[src/rtl/regfile_seq_if.sv]
`default_nettype none
// ============================================================================
// Module  : regfile_seq_if
// Brief   : Bundle between the sequencer, fetch/PC, register file and execute.
// Rev     : 1.0
// ============================================================================
interface regfile_seq_if;
    logic        instr_valid;
    logic [31:0] instr;
    logic        instr_ready;
    logic        rf_active;
    logic        rf_w_en;
    logic        rf_reg_dst;
    logic [31:0] rf_instruction;
    logic [31:0] rf_write_data;
    logic [31:0] rf_read_data1;
    logic [31:0] rf_read_data2;
    logic        op_valid;
    logic [31:0] op_a;
    logic [31:0] op_b;
    logic        result_valid;
    logic [31:0] result;
    logic        instr_done;
    logic        err;

    // Sequencer side
    modport master (
        input  instr_valid, instr, rf_read_data1, rf_read_data2, result_valid, result,
        output instr_ready, rf_active, rf_w_en, rf_reg_dst, rf_instruction, rf_write_data,
               op_valid, op_a, op_b, instr_done, err
    );

    // Fetch / register file / execute side
    modport slave (
        output instr_valid, instr, rf_read_data1, rf_read_data2, result_valid, result,
        input  instr_ready, rf_active, rf_w_en, rf_reg_dst, rf_instruction, rf_write_data,
               op_valid, op_a, op_b, instr_done, err
    );
endinterface
`default_nettype wire

[src/rtl/regfile_seq.sv]
`default_nettype none
// ============================================================================
// Module  : regfile_seq
// Brief   : Multi-cycle read / execute / write-back sequencer for the register file.
// Rev     : 1.0
// ============================================================================
module regfile_seq #(
    parameter int TIMEOUT = 255
) (
    input  wire logic     clk,
    input  wire logic     reset,
    regfile_seq_if.master bus
);
    typedef enum logic [2:0] {
        S_IDLE  = 3'd0,
        S_READ  = 3'd1,
        S_CAPT  = 3'd2,
        S_EXEC  = 3'd3,
        S_WRITE = 3'd4,
        S_DONE  = 3'd5
    } state_t;

    localparam logic [15:0] c_timeout_last = 16'(TIMEOUT - 1);

    state_t      r_state;
    logic        r_instr_ready;
    logic        r_rf_active;
    logic        r_rf_w_en;
    logic        r_op_valid;
    logic        r_instr_done;
    logic        r_err;
    logic        r_reg_dst;
    logic        r_do_write;
    logic [31:0] r_instr;
    logic [31:0] r_op_a;
    logic [31:0] r_op_b;
    logic [31:0] r_wdata;
    logic [15:0] r_cnt;

    logic [5:0]  w_opcode;
    logic [5:0]  w_funct;
    logic        w_is_rtype;
    logic        w_is_itype;
    logic [4:0]  w_dest;
    logic        w_writes;

    // Write-class decode of the word offered by fetch; used only at accept
    assign w_opcode   = bus.instr[31:26];
    assign w_funct    = bus.instr[5:0];
    assign w_is_rtype = (w_opcode == 6'h00) && (w_funct != 6'h08);
    assign w_is_itype = ((w_opcode >= 6'h08) && (w_opcode <= 6'h0F)) ||
                        ((w_opcode >= 6'h20) && (w_opcode <= 6'h25));
    assign w_dest     = w_is_rtype ? bus.instr[15:11] : bus.instr[20:16];
    assign w_writes   = (w_is_rtype || w_is_itype) && (w_dest != 5'd0);

    always_ff @(posedge clk or posedge reset) begin
        if (reset) begin
            r_state       <= S_IDLE;
            r_instr_ready <= 1'b1;
            r_rf_active   <= 1'b0;
            r_rf_w_en     <= 1'b0;
            r_op_valid    <= 1'b0;
            r_instr_done  <= 1'b0;
            r_err         <= 1'b0;
            r_reg_dst     <= 1'b0;
            r_do_write    <= 1'b0;
            r_instr       <= 32'd0;
            r_op_a        <= 32'd0;
            r_op_b        <= 32'd0;
            r_wdata       <= 32'd0;
            r_cnt         <= 16'd0;
        end else begin
            r_rf_active  <= 1'b0;
            r_rf_w_en    <= 1'b0;
            r_instr_done <= 1'b0;
            case (r_state)
                S_IDLE: begin
                    if (bus.instr_valid) begin
                        r_instr       <= bus.instr;
                        r_reg_dst     <= w_is_rtype;
                        r_do_write    <= w_writes;
                        r_instr_ready <= 1'b0;
                        r_rf_active   <= 1'b1;
                        r_state       <= S_READ;
                    end
                end
                S_READ: begin
                    r_state <= S_CAPT;
                end
                S_CAPT: begin
                    // Register file data is valid one cycle after the read strobe
                    r_op_a     <= bus.rf_read_data1;
                    r_op_b     <= bus.rf_read_data2;
                    r_cnt      <= 16'd0;
                    r_op_valid <= 1'b1;
                    r_state    <= S_EXEC;
                end
                S_EXEC: begin
                    if (bus.result_valid) begin
                        r_wdata    <= bus.result;
                        r_op_valid <= 1'b0;
                        if (r_do_write) begin
                            r_rf_w_en <= 1'b1;
                            r_state   <= S_WRITE;
                        end else begin
                            r_instr_done <= 1'b1;
                            r_state      <= S_DONE;
                        end
                    end else if (r_cnt == c_timeout_last) begin
                        r_err        <= 1'b1;
                        r_op_valid   <= 1'b0;
                        r_instr_done <= 1'b1;
                        r_state      <= S_DONE;
                    end else begin
                        r_cnt <= r_cnt + 16'd1;
                    end
                end
                S_WRITE: begin
                    r_instr_done <= 1'b1;
                    r_state      <= S_DONE;
                end
                S_DONE: begin
                    r_instr_ready <= 1'b1;
                    r_state       <= S_IDLE;
                end
                default: begin
                    r_instr_ready <= 1'b1;
                    r_op_valid    <= 1'b0;
                    r_state       <= S_IDLE;
                end
            endcase
        end
    end

    assign bus.instr_ready    = r_instr_ready;
    assign bus.rf_active      = r_rf_active;
    assign bus.rf_w_en        = r_rf_w_en;
    assign bus.rf_reg_dst     = r_reg_dst;
    assign bus.rf_instruction = r_instr;
    assign bus.rf_write_data  = r_wdata;
    assign bus.op_valid       = r_op_valid;
    assign bus.op_a           = r_op_a;
    assign bus.op_b           = r_op_b;
    assign bus.instr_done     = r_instr_done;
    assign bus.err            = r_err;
endmodule
`default_nettype wire

[src/flat_wrapper.sv]
// flat-port wrapper written by rule: the top's interface ports become plain ports
module regfile_seq_flat 
#(
    parameter int TIMEOUT = 255
)
  (clk, reset, bus_instr_valid, bus_instr, bus_rf_read_data1, bus_rf_read_data2, bus_result_valid, bus_result, bus_instr_ready, bus_rf_active, bus_rf_w_en, bus_rf_reg_dst, bus_rf_instruction, bus_rf_write_data, bus_op_valid, bus_op_a, bus_op_b, bus_instr_done, bus_err);
  regfile_seq_if bus_i ();
  input  wire logic clk;
  input  wire logic reset;
  input wire logic [$bits(bus_i.instr_valid)-1:0] bus_instr_valid;
  input wire logic [$bits(bus_i.instr)-1:0] bus_instr;
  input wire logic [$bits(bus_i.rf_read_data1)-1:0] bus_rf_read_data1;
  input wire logic [$bits(bus_i.rf_read_data2)-1:0] bus_rf_read_data2;
  input wire logic [$bits(bus_i.result_valid)-1:0] bus_result_valid;
  input wire logic [$bits(bus_i.result)-1:0] bus_result;
  output wire logic [$bits(bus_i.instr_ready)-1:0] bus_instr_ready;
  output wire logic [$bits(bus_i.rf_active)-1:0] bus_rf_active;
  output wire logic [$bits(bus_i.rf_w_en)-1:0] bus_rf_w_en;
  output wire logic [$bits(bus_i.rf_reg_dst)-1:0] bus_rf_reg_dst;
  output wire logic [$bits(bus_i.rf_instruction)-1:0] bus_rf_instruction;
  output wire logic [$bits(bus_i.rf_write_data)-1:0] bus_rf_write_data;
  output wire logic [$bits(bus_i.op_valid)-1:0] bus_op_valid;
  output wire logic [$bits(bus_i.op_a)-1:0] bus_op_a;
  output wire logic [$bits(bus_i.op_b)-1:0] bus_op_b;
  output wire logic [$bits(bus_i.instr_done)-1:0] bus_instr_done;
  output wire logic [$bits(bus_i.err)-1:0] bus_err;
  assign bus_i.instr_valid = bus_instr_valid;
  assign bus_i.instr = bus_instr;
  assign bus_i.rf_read_data1 = bus_rf_read_data1;
  assign bus_i.rf_read_data2 = bus_rf_read_data2;
  assign bus_i.result_valid = bus_result_valid;
  assign bus_i.result = bus_result;
  assign bus_instr_ready = bus_i.instr_ready;
  assign bus_rf_active = bus_i.rf_active;
  assign bus_rf_w_en = bus_i.rf_w_en;
  assign bus_rf_reg_dst = bus_i.rf_reg_dst;
  assign bus_rf_instruction = bus_i.rf_instruction;
  assign bus_rf_write_data = bus_i.rf_write_data;
  assign bus_op_valid = bus_i.op_valid;
  assign bus_op_a = bus_i.op_a;
  assign bus_op_b = bus_i.op_b;
  assign bus_instr_done = bus_i.instr_done;
  assign bus_err = bus_i.err;
  regfile_seq #(.TIMEOUT(TIMEOUT)) u_core (.clk(clk), .reset(reset), .bus(bus_i));
endmodule
[config.mk]
export PLATFORM = sky130hd
export DESIGN_NAME = regfile_seq_flat
export DESIGN_NICKNAME = d
export VERILOG_FILES = /design/src/rtl/regfile_seq_if.sv /design/src/rtl/regfile_seq.sv /design/src/flat_wrapper.sv
export SDC_FILE = /design/constraint.sdc
export NUM_CORES = 1
export LEC_CHECK = 0
export CAP_MARGIN = 20
export CELL_PAD_IN_SITES_DETAIL_PLACEMENT = 0
export CELL_PAD_IN_SITES_GLOBAL_PLACEMENT = 1
export CORE_MARGIN = 10
export CORE_UTILIZATION = 30
export CTS_CLUSTER_DIAMETER = 60
export DETAILED_ROUTE_END_ITERATION = 8
export GPL_TIMING_DRIVEN = 0
export PLACE_DENSITY = 0.8
export SLEW_MARGIN = 40
export SYNTH_ARGS = -nofsm -noshare
export SYNTH_HDL_FRONTEND = slang
export SYNTH_SLANG_ARGS = --single-unit
export TNS_END_PERCENT = 10
[constraint.sdc]
create_clock -name clk -period 13.3 [get_ports clk]
set_input_delay 1.33 -clock clk [delete_from_list [all_inputs] [get_ports clk]]
set_output_delay 1.33 -clock clk [all_outputs]
set_load 0.01 [all_outputs]
# Word level (Yosys, flattened, before mapping)
# Cells that the tools add are included.
[classes] n_addsub=1 magnitude_cmp=4 eq_ne=11 n_mux=23 bitwise_logic=3 reduce_logical=19
[op_table] cell="2-to-1 mux 16 bit" n=2
[op_table] cell="one-hot mux 16 bit (2 select lines)" n=1
[op_table] cell="adder 16 x 1 -> 16 bit (second input constant)" n=1
[op_table] cell="equality test 16 x 8 -> 1 bit (second input constant)" n=1
[op_table] cell="one-hot mux 3 bit (5 select lines)" n=1
[op_table] cell="2-to-1 mux 1 bit" n=12
[op_table] cell="AND reduction 2 bit" n=5
[op_table] cell="2-to-1 mux 3 bit" n=3
[op_table] cell="OR reduction 4 bit" n=2
[op_table] cell="equality test 3 x 2 -> 1 bit (second input constant)" n=2
[op_table] cell="equality test 3 bit (second input constant)" n=2
[op_table] cell="greater-or-equal comparator 6 x 4 -> 1 bit (second input constant)" n=1
[op_table] cell="greater-or-equal comparator 6 bit (second input constant)" n=1
[op_table] cell="<= comparator 6 x 4 -> 1 bit (second input constant)" n=1
[op_table] cell="<= comparator 6 bit (second input constant)" n=1
[op_table] cell="zero test 6 bit" n=1
[op_table] cell="!= test 2 bit (second input constant)" n=3
[op_table] cell="!= test 6 x 4 -> 1 bit (second input constant)" n=1
[op_table] cell="AND reduction 3 bit" n=2
[op_table] cell="2-to-1 mux 5 bit" n=1
[op_table] cell="nonzero test 5 bit" n=1
[op_table] cell="logical AND 1 bit" n=4
[op_table] cell="one-hot mux 1 bit (2 select lines)" n=2
[op_table] cell="equality test 3 x 1 -> 1 bit (second input constant)" n=1
[op_table] cell="other kinds (6)" n=9
[totals] ff_bits=155 inputBits=132 elab_cells=75

# Longest topological paths before layout
# Gate-level depths: netlist (run 1).
[logic_depth] word_depth=5 ltp_mapped=8

# Least setup slack after synthesis (run 1)
# OpenSTA, ideal clock, no wires.
[synth_timing] path_kind="in2reg" start="input port bus_instr[0]" end="register u_core.r_do_write" setup_time_ns=0.128 arrival_time_ns=2.382 required_ns=13.172 path_slack_ns=10.789 stages=4 path_buffers=0 cell_sequence="or4b_2 > o211ai_1 > o32a_1 > a21oi_1"
[synth_between] elab_chain_cells=5
[synth_rtl] item="start: declaration" line_no="flat_wrapper.sv:11" rtl="input wire logic [$bits(bus_i.instr)-1:0] bus_instr;"
[synth_rtl] item="!= test 6 x 4 -> 1 bit (*)" line_no="regfile_seq.sv:50" rtl="assign w_is_rtype = (w_opcode == 6'h00) && (w_funct != 6'h08);"
[synth_rtl] item="logical AND 1 bit (*)" line_no="regfile_seq.sv:50"
[synth_rtl] item="2-to-1 mux 5 bit" line_no="regfile_seq.sv:53" rtl="assign w_dest = w_is_rtype ? bus.instr[15:11] : bus.instr[20:16];"
[synth_rtl] item="nonzero test 5 bit" line_no="regfile_seq.sv:54" rtl="assign w_writes = (w_is_rtype || w_is_itype) && (w_dest != 5'd0);"
[synth_rtl] item="logical AND 1 bit (*)" line_no="regfile_seq.sv:54"
[synth_rtl] item="end signal: assignment" line_no="regfile_seq.sv:81" rtl="r_do_write <= w_writes;"
[synth_rtl] item="end: declaration" line_no="regfile_seq.sv:33" rtl="logic r_do_write;"
# Mark *: on every way between the ends. The rest lies on a longest branch, timed or not.
# A chain may end at the register's enable or synchronous reset.

# Worst setup path after layout (run 1)
[layout_timing] start="input port bus_result_valid" end="register u_core.r_wdata[0] (netlist: u_core.bus.rf_write_data[0])"
[layout_between] elab_chain_cells=1
[layout_rtl] item="start: declaration" line_no="flat_wrapper.sv:14" rtl="input wire logic [$bits(bus_i.result_valid)-1:0] bus_result_valid;"
[layout_rtl] item="AND reduction 2 bit (no source line)"
[layout_rtl] item="end signal: assignment" line_no="regfile_seq.sv:100" rtl="r_wdata <= bus.result;"
[layout_rtl] item="end: declaration" line_no="regfile_seq.sv:37" rtl="logic [31:0] r_wdata;"
# Every way passes these cells.

==> summary.txt, run 1 <==
Global routing
  – GR Overflow Total: 0
  – Number of global-route vias before repair: 5,531
  – Pin count of the biggest net entering global routing: 73
  – Number of antenna violations at the first check in global routing: 1
  – Gr usage total: 14.6%
  – First-pass GRT wire length: 31.1 mm

Logic synthesis
  – Avg Cell Area, Syn: approximately 11 um^2
  – Main combinational cell family by area after synthesis: simple AND/OR/NAND/NOR gates
  – Largest cells by area after synthesis: dfrtp_1, nand2_1, mux2_2
  – Yosys top cell area share: 60.8%
  – Synth async-reset ratio: 100%
  – Dominant synthesized flop cell: dfrtp_1
  – Post-Synthesis Cells: 574
  – Compound-gate portion of the synthesized area: under 10%
  – Post-synthesis adder-cell area fraction: 0.395%
  – Synth Area in XOR/XNOR: 0%
  – Simple-Gate Fraction of Synth Area: about a fifth
  – Mux share of post-synthesis cell area: 12.0%
  – Synth unique cells: ~50
  – Seq/Total Area, Yosys: 61.2%
  – Yosys warns: 0
  – Flops & latches, synth: around 160
  – Area of the mapped netlist: 0.00634 mm^2
  – Syn_nets: 708
  – Area leader, netlist: dfrtp_1
  – Number of flops mapped to enable cells by yosys: 0

Die
  – Die area: 0.0273 mm^2
  – Core area: 0.0209 mm^2
  – Chip height: 165 um
  – I/O Pins: between 200 and 300
  – Starting Density: a little under a third
  – # rows: 53
  – Die width: 165 um

CTS
  – CTS Sinks: 155
  – Cts bufs inserted: 17
  – Maximum root-to-sink buffer count: 2
  – Post-CTS Hold Buffers: 0
  – H-tree depth: 4
  – Clock Pin Slew Worst Setup and Hold Paths: roughly 0.07 ns
  – Clk_lat worst skew: 0.42 ns
  – Post_cts resized: 0
  – CTS tree: built
  – Postcts setup bufs: 0
  – CTS root buf: clkbuf_16

Power
  – Peak supply drop: ~0.12 mV
  – PD cells: 236 mW/mm^2
  – Leakage power: 0.00442 uW

STA
  – Worst Tran Pin Value: about 0.76 ns
  – Fin. Hold Viols: 0
  – Final Skew: 0.0138 ns
  – Max-slew violation count: 0
  – Worst slew margin relative to its limit: 49.2%
  – Fmax: 342 MHz
  – Setup TNS: 0 ns
  – Final setup fails: 0
  – Period utilization: 22.0%
  – Unrepaired setup endpoints after global routing: false
  – Crit path time final: 2.92 ns

Worst setup path
  – R2R Path Start: u_core.r_state[0]
  – WP data arrival: 3.22 ns
  – Setup crit start: bus_result_valid
  – Worst Setup End Kind: register
  – CP required: ~14 ns
  – Worst Path Class, Setup: input pin to register
  – Type of origin of the critical path: input pin
  – Crit path max fanout: 10

Final layout
  – N_diodes: 0
  – Cell area after layout: 0.00999 mm^2
  – Layout area overhead: 57.7%
  – Fraction of layout cells with a size suffix above 1: 14.4%
  – Final nets: 995

Hold path
  – Hold Path Class: register to register
  – Hold path startpoint: u_core.bus.op_b[13]

Place
  – Post-DP HPWL: ~15 mm
  – Post-place instance area: 0.00941 mm^2
  – Port buffer count: 266
  – Gpl congestion: 0.765

Drt
  – Antenna viol nets, final: 0
  – WL final: 20.2 mm
  – Drt drc: 0
  – Vias: 5,232
  – Avg Vias per Cell: about 4.6
  – Routed length per instance: about 18 um
  – Drt pass-1 iters: 5
  – DRT iter0 DRCs: around 220

Status
  – Status: completed

Flow run
  – Number of max-cap violations: 0
## cell usage in the layout, fill, tap and decap left out, drive strengths merged, types with 3 or more instances in the layout
| cell type | n |
|---|---|
| o31ai | 4 |
| nand2b | 4 |
| mux2 | 64 |
| clkinv | 4 |
| clkbuf | 34 |
| nand2 | 205 |
| nor3 | 4 |
| nand4 | 6 |
| a21oi | 12 |
| o211ai | 3 |
| inv | 14 |
| nor2 | 9 |
| or4 | 8 |
| mux2i | 4 |
| o41ai | 3 |
| buf | 17 |
| and2 | 5 |
| o311ai | 4 |
| nand3b | 3 |
| clkdlybuf4s50 | 266 |
| o21ai | 6 |
| dfrtp | 154 |
| nand3 | 9 |
| or3 | 4 |
| nor2b | 3 |
## sequential cells by signal, summed over array words and instances, names as in the netlist, 3 cells and up
register / count
u_core.bus.op_a: 32
u_core.bus.op_b: 32
u_core.bus.rf_instruction: 32
u_core.bus.rf_write_data: 32
u_core.r_cnt: 16
u_core.r_state: 3
## Yosys cell counts (5+ instances only)
master / n
nand2_1: 205
dfrtp_1: 154
mux2_2: 62
clkbuf_1: 16
buf_2: 13
a21oi_1: 12
nand3_1: 9
nor2_1: 9
inv_1: 6
nand4_1: 6
o21ai_0: 6
and2_1: 5
or4_1: 5
## path summary, 6_finish.rpt
kind,slack [ns],endpoint,cells after the start
max,10.38,u_core.bus.rf_write_data[0],4
min in group asynchronous,1.23,u_core.bus.rf_write_data[17],2
min,0.47,u_core.bus.op_b[13],2
max in group asynchronous,11.45,u_core.bus.instr_ready,3
min reg2reg,0.47,u_core.bus.op_b[13],2
max reg2reg,10.87,u_core.bus.op_valid,6
## where the power goes
group / switching (uW) / total (uW) / internal, uW / leakage [uW]
sequential: 111 / 802 / 691 / 0.00190
combinational: 500 / 1070 / 569 / 0.00223
clock: 215 / 485 / 271 / 0.000284
## routing by layer
metal | GRT usage (%) | vias to the layer above | routed length (um)
li1 | - | 2508 | -
met1 | 15.4 | 2532 | 7560
met2 | 24.9 | 174 | 10100
met3 | 8.35 | 16 | 2310
met4 | 3.15 | 2 | 214
met5 | 0 | - | 13
## final cells by class
type                    count  area [um^2]
fillers                  1949        10900
flip-flops and latches    155         3880
repair buffers            268         2720
multi-input cells         381         2290
clock buffers              18          439
well taps                 275          344
clock inverters            14          149
plain buffers              31          144
inverters                   7         33.8
## kinds of logic after synthesis
kind of cell	Yosys count
multiplexers	68
AO/OA/AOI/OAI	38
flip-flops	155
AND/OR/NAND/NOR	273
buffers and inverters	38
adder cells (fa/ha/maj)	2
## worst max-delay path, stage by stage
cell and delay [ns]:
clkdlybuf4s50_1 0.52, nand3_1 0.40, clkbuf_1 0.56, mux2_2 0.40
## per-stage QoR
| stage | worst slack [ns] | hold slack, ns | cells | power, uW | utilization [%] |
|---|---|---|---|---|---|
| after CTS | 10.30 | 0.478 | 1149 | 2400 | 47.8 |
| after floorplan | 7.79 | 0.465 | 574 | 1280 | - |
| after detailed placement | 9.86 | 0.461 | 1117 | 1900 | 45.0 |
| final | 10.38 | 0.473 | 1149 | 2360 | 47.8 |
| after global routing | 10.26 | 0.489 | 1149 | 2520 | 47.8 |
| after global placement | 5.30 | 0.457 | 1115 | 1880 | 44.7 |
Note: power is estimated with default switching activity, not from simulation.
==> run 2, diff against run 1 <==
==> constraint.sdc (replaced) <==
create_clock -name clk -period 2.7 [get_ports clk]
set_input_delay 0.27 -clock clk [delete_from_list [all_inputs] [get_ports clk]]
set_output_delay 0.27 -clock clk [all_outputs]
set_load 0.01 [all_outputs]
==> summary.txt, run 2 (same netlist as run 1, synthesis figures left out) <==
Status
  – Status: completed

STA
  – Unrepaired setup endpoints after global routing: false
  – Period utilization: roughly nine tenths
  – Final setup fails: 0
  – Fmax: 409 MHz
  – WHS: 0.216 ns
  – Final WS setup: 0.255 ns
  – Setup TNS: 0 ns
  – Worst slew margin relative to its limit: 48.6%
  – Final Skew: 0.0124 ns
  – Max-slew violation count: 0
  – Worst Tran Pin Value: around 0.77 ns
  – Fin. Hold Viols: 0
  – Crit path time final: ~2.4 ns

Final layout
  – Cell area after layout: 0.0102 mm^2
  – Commonest non-fill, non-tap cell in the layout: clkdlybuf4s50_1
  – Final nets: between 1,000 and 1,500
  – N_diodes: 0
  – Layout area overhead: 60.2%
  – Most frequent cells in the layout: clkdlybuf4s50_1, nand2_1, dfrtp_1
  – Fraction of layout cells with a size suffix above 1: 15.0%

Global routing
  – GR Overflow Total: 0
  – Pin count of the biggest net entering global routing: 25
  – Number of global-route vias before repair: 5,643
  – Number of antenna violations at the first check in global routing: 0
  – First-pass GRT wire length: 32.0 mm
  – Gr usage total: between 10% and 20%

Power
  – Leakage power: 0.00449 uW
  – Clock power share: between 20 and 25%
  – Peak supply drop: between 0.5 and 0.6 mV
  – Sequential share of power: 34.0%
  – PD cells: 1150 mW/mm^2
  – P_int: between 7000 and 8000 uW
  – Switching share of power: between 30% and 40%
  – Power share of the combinational group: 45.3%
  – P_sw: 4050 uW

Drt
  – DRT iter0 DRCs: 210
  – Antenna viol nets, final: 0
  – Vias: around 5,200
  – Avg Vias per Cell: around 4.5
  – WL final: 20.7 mm
  – Drt pass-1 iters: 4
  – Routed length per instance: about 18 um
  – Drt drc: 0

Die
  – Chip height: 165 um
  – Die width: ~170 um
  – Die area: 0.0273 mm^2
  – Core area: 0.0209 mm^2
  – I/O Pins: 267
  – # rows: 53
  – Starting Density: 30.3%

Worst setup path
  – Worst Setup End Kind: register
  – Type of origin of the critical path: register
  – Crit path max fanout: 10
  – R2R Path Start: u_core.r_state[0]
  – Worst Path Class, Setup: register to register
  – CP required: 2.94 ns
  – WP data arrival: between 2 and 3 ns
  – Setup crit start: u_core.r_state[0]

CTS
  – Maximum root-to-sink buffer count: 2
  – CTS tree: built
  – CTS root buf: clkbuf_16
  – Clock Pin Slew Worst Setup and Hold Paths: around 0.06 ns
  – Postcts setup bufs: 0
  – Post_cts resized: 0
  – H-tree depth: 4
  – Clk_lat worst skew: 0.42 ns
  – Cts bufs inserted: 17
  – CTS Sinks: 155
  – Post-CTS Hold Buffers: 0

Hold path
  – Hold Path Class: input pin to async pin

Place
  – Post-DP HPWL: 16.1 mm
  – Post-place instance area: between 0.009 and 0.01 mm^2
  – Place WS: 0.271 ns
  – Gpl congestion: 0.764
  – Port buffer count: 266

Flow run
  – Number of max-cap violations: 0
==> run 2: per-layer routing <==
layer / global-route usage, % / up-vias / share of wire [%]
li1: - / 2515 / -
met3: 8.06 / 14 / 11
met1: 16.4 / 2526 / 38
met2: 25.2 / 172 / 50
met4: 3.47 / 0 / 0.89
met5: 0 / - / 0
==> run 2: final cells by class <==
cell class / instances / area (um^2)
clock buffers: 19 / 453
flip-flops and latches: 155 / 3880
plain buffers: 31 / 144
fillers: 1963 / 10700
well taps: 275 / 344
repair buffers: 274 / 2880
clock inverters: 12 / 138
inverters: 7 / 30.0
multi-input cells: 381 / 2290
==> run 2: final timing paths <==
| check | depth (start not counted) | slack (ns) | end |
|---|---|---|---|
| worst max-delay path | 6 | 0.26 | u_core.bus.op_valid |
| worst min-delay path | 2 | 0.22 | u_core.bus.rf_active |
| worst max register to register | 6 | 0.26 | u_core.bus.op_valid |
| worst min register to register | 2 | 0.47 | u_core.bus.op_a[23] |
| max in group asynchronous | 5 | 1.70 | u_core.bus.rf_instruction[6] |
| min in group clk | 3 | 0.38 | u_core.bus.op_a[5] |
==> run 2: worst max-delay path: stages, from the launching register on <==
cell      delay [ns]
dfrtp_1         0.32
clkbuf_1        0.33
nand2b_1        0.18
clkbuf_1        0.25
clkbuf_1        0.44
clkbuf_1        0.51
o311ai_0        0.24
==> run 2: power by group through the flow <==
stage / sequential [uW] / combinational (uW) / clock, uW
3_5_place_dp: 4010 / 5400 / 0
2_1_floorplan: 4430 / 1900 / 0
4_1_cts: 3980 / 5420 / 2490
5_1_grt: 4120 / 5790 / 2580
3_3_place_gp: 3960 / 5320 / 0
6_report: 3980 / 5300 / 2420
==> run 2: per-stage QoR <==
stage	total power (uW)	util, %	std cells
after global routing	12500	48.6	1154
after floorplan	6330	-	574
after detailed placement	9400	45.8	1123
final	11700	48.6	1154
after global placement	9280	44.7	1115
after CTS	11900	48.6	1154
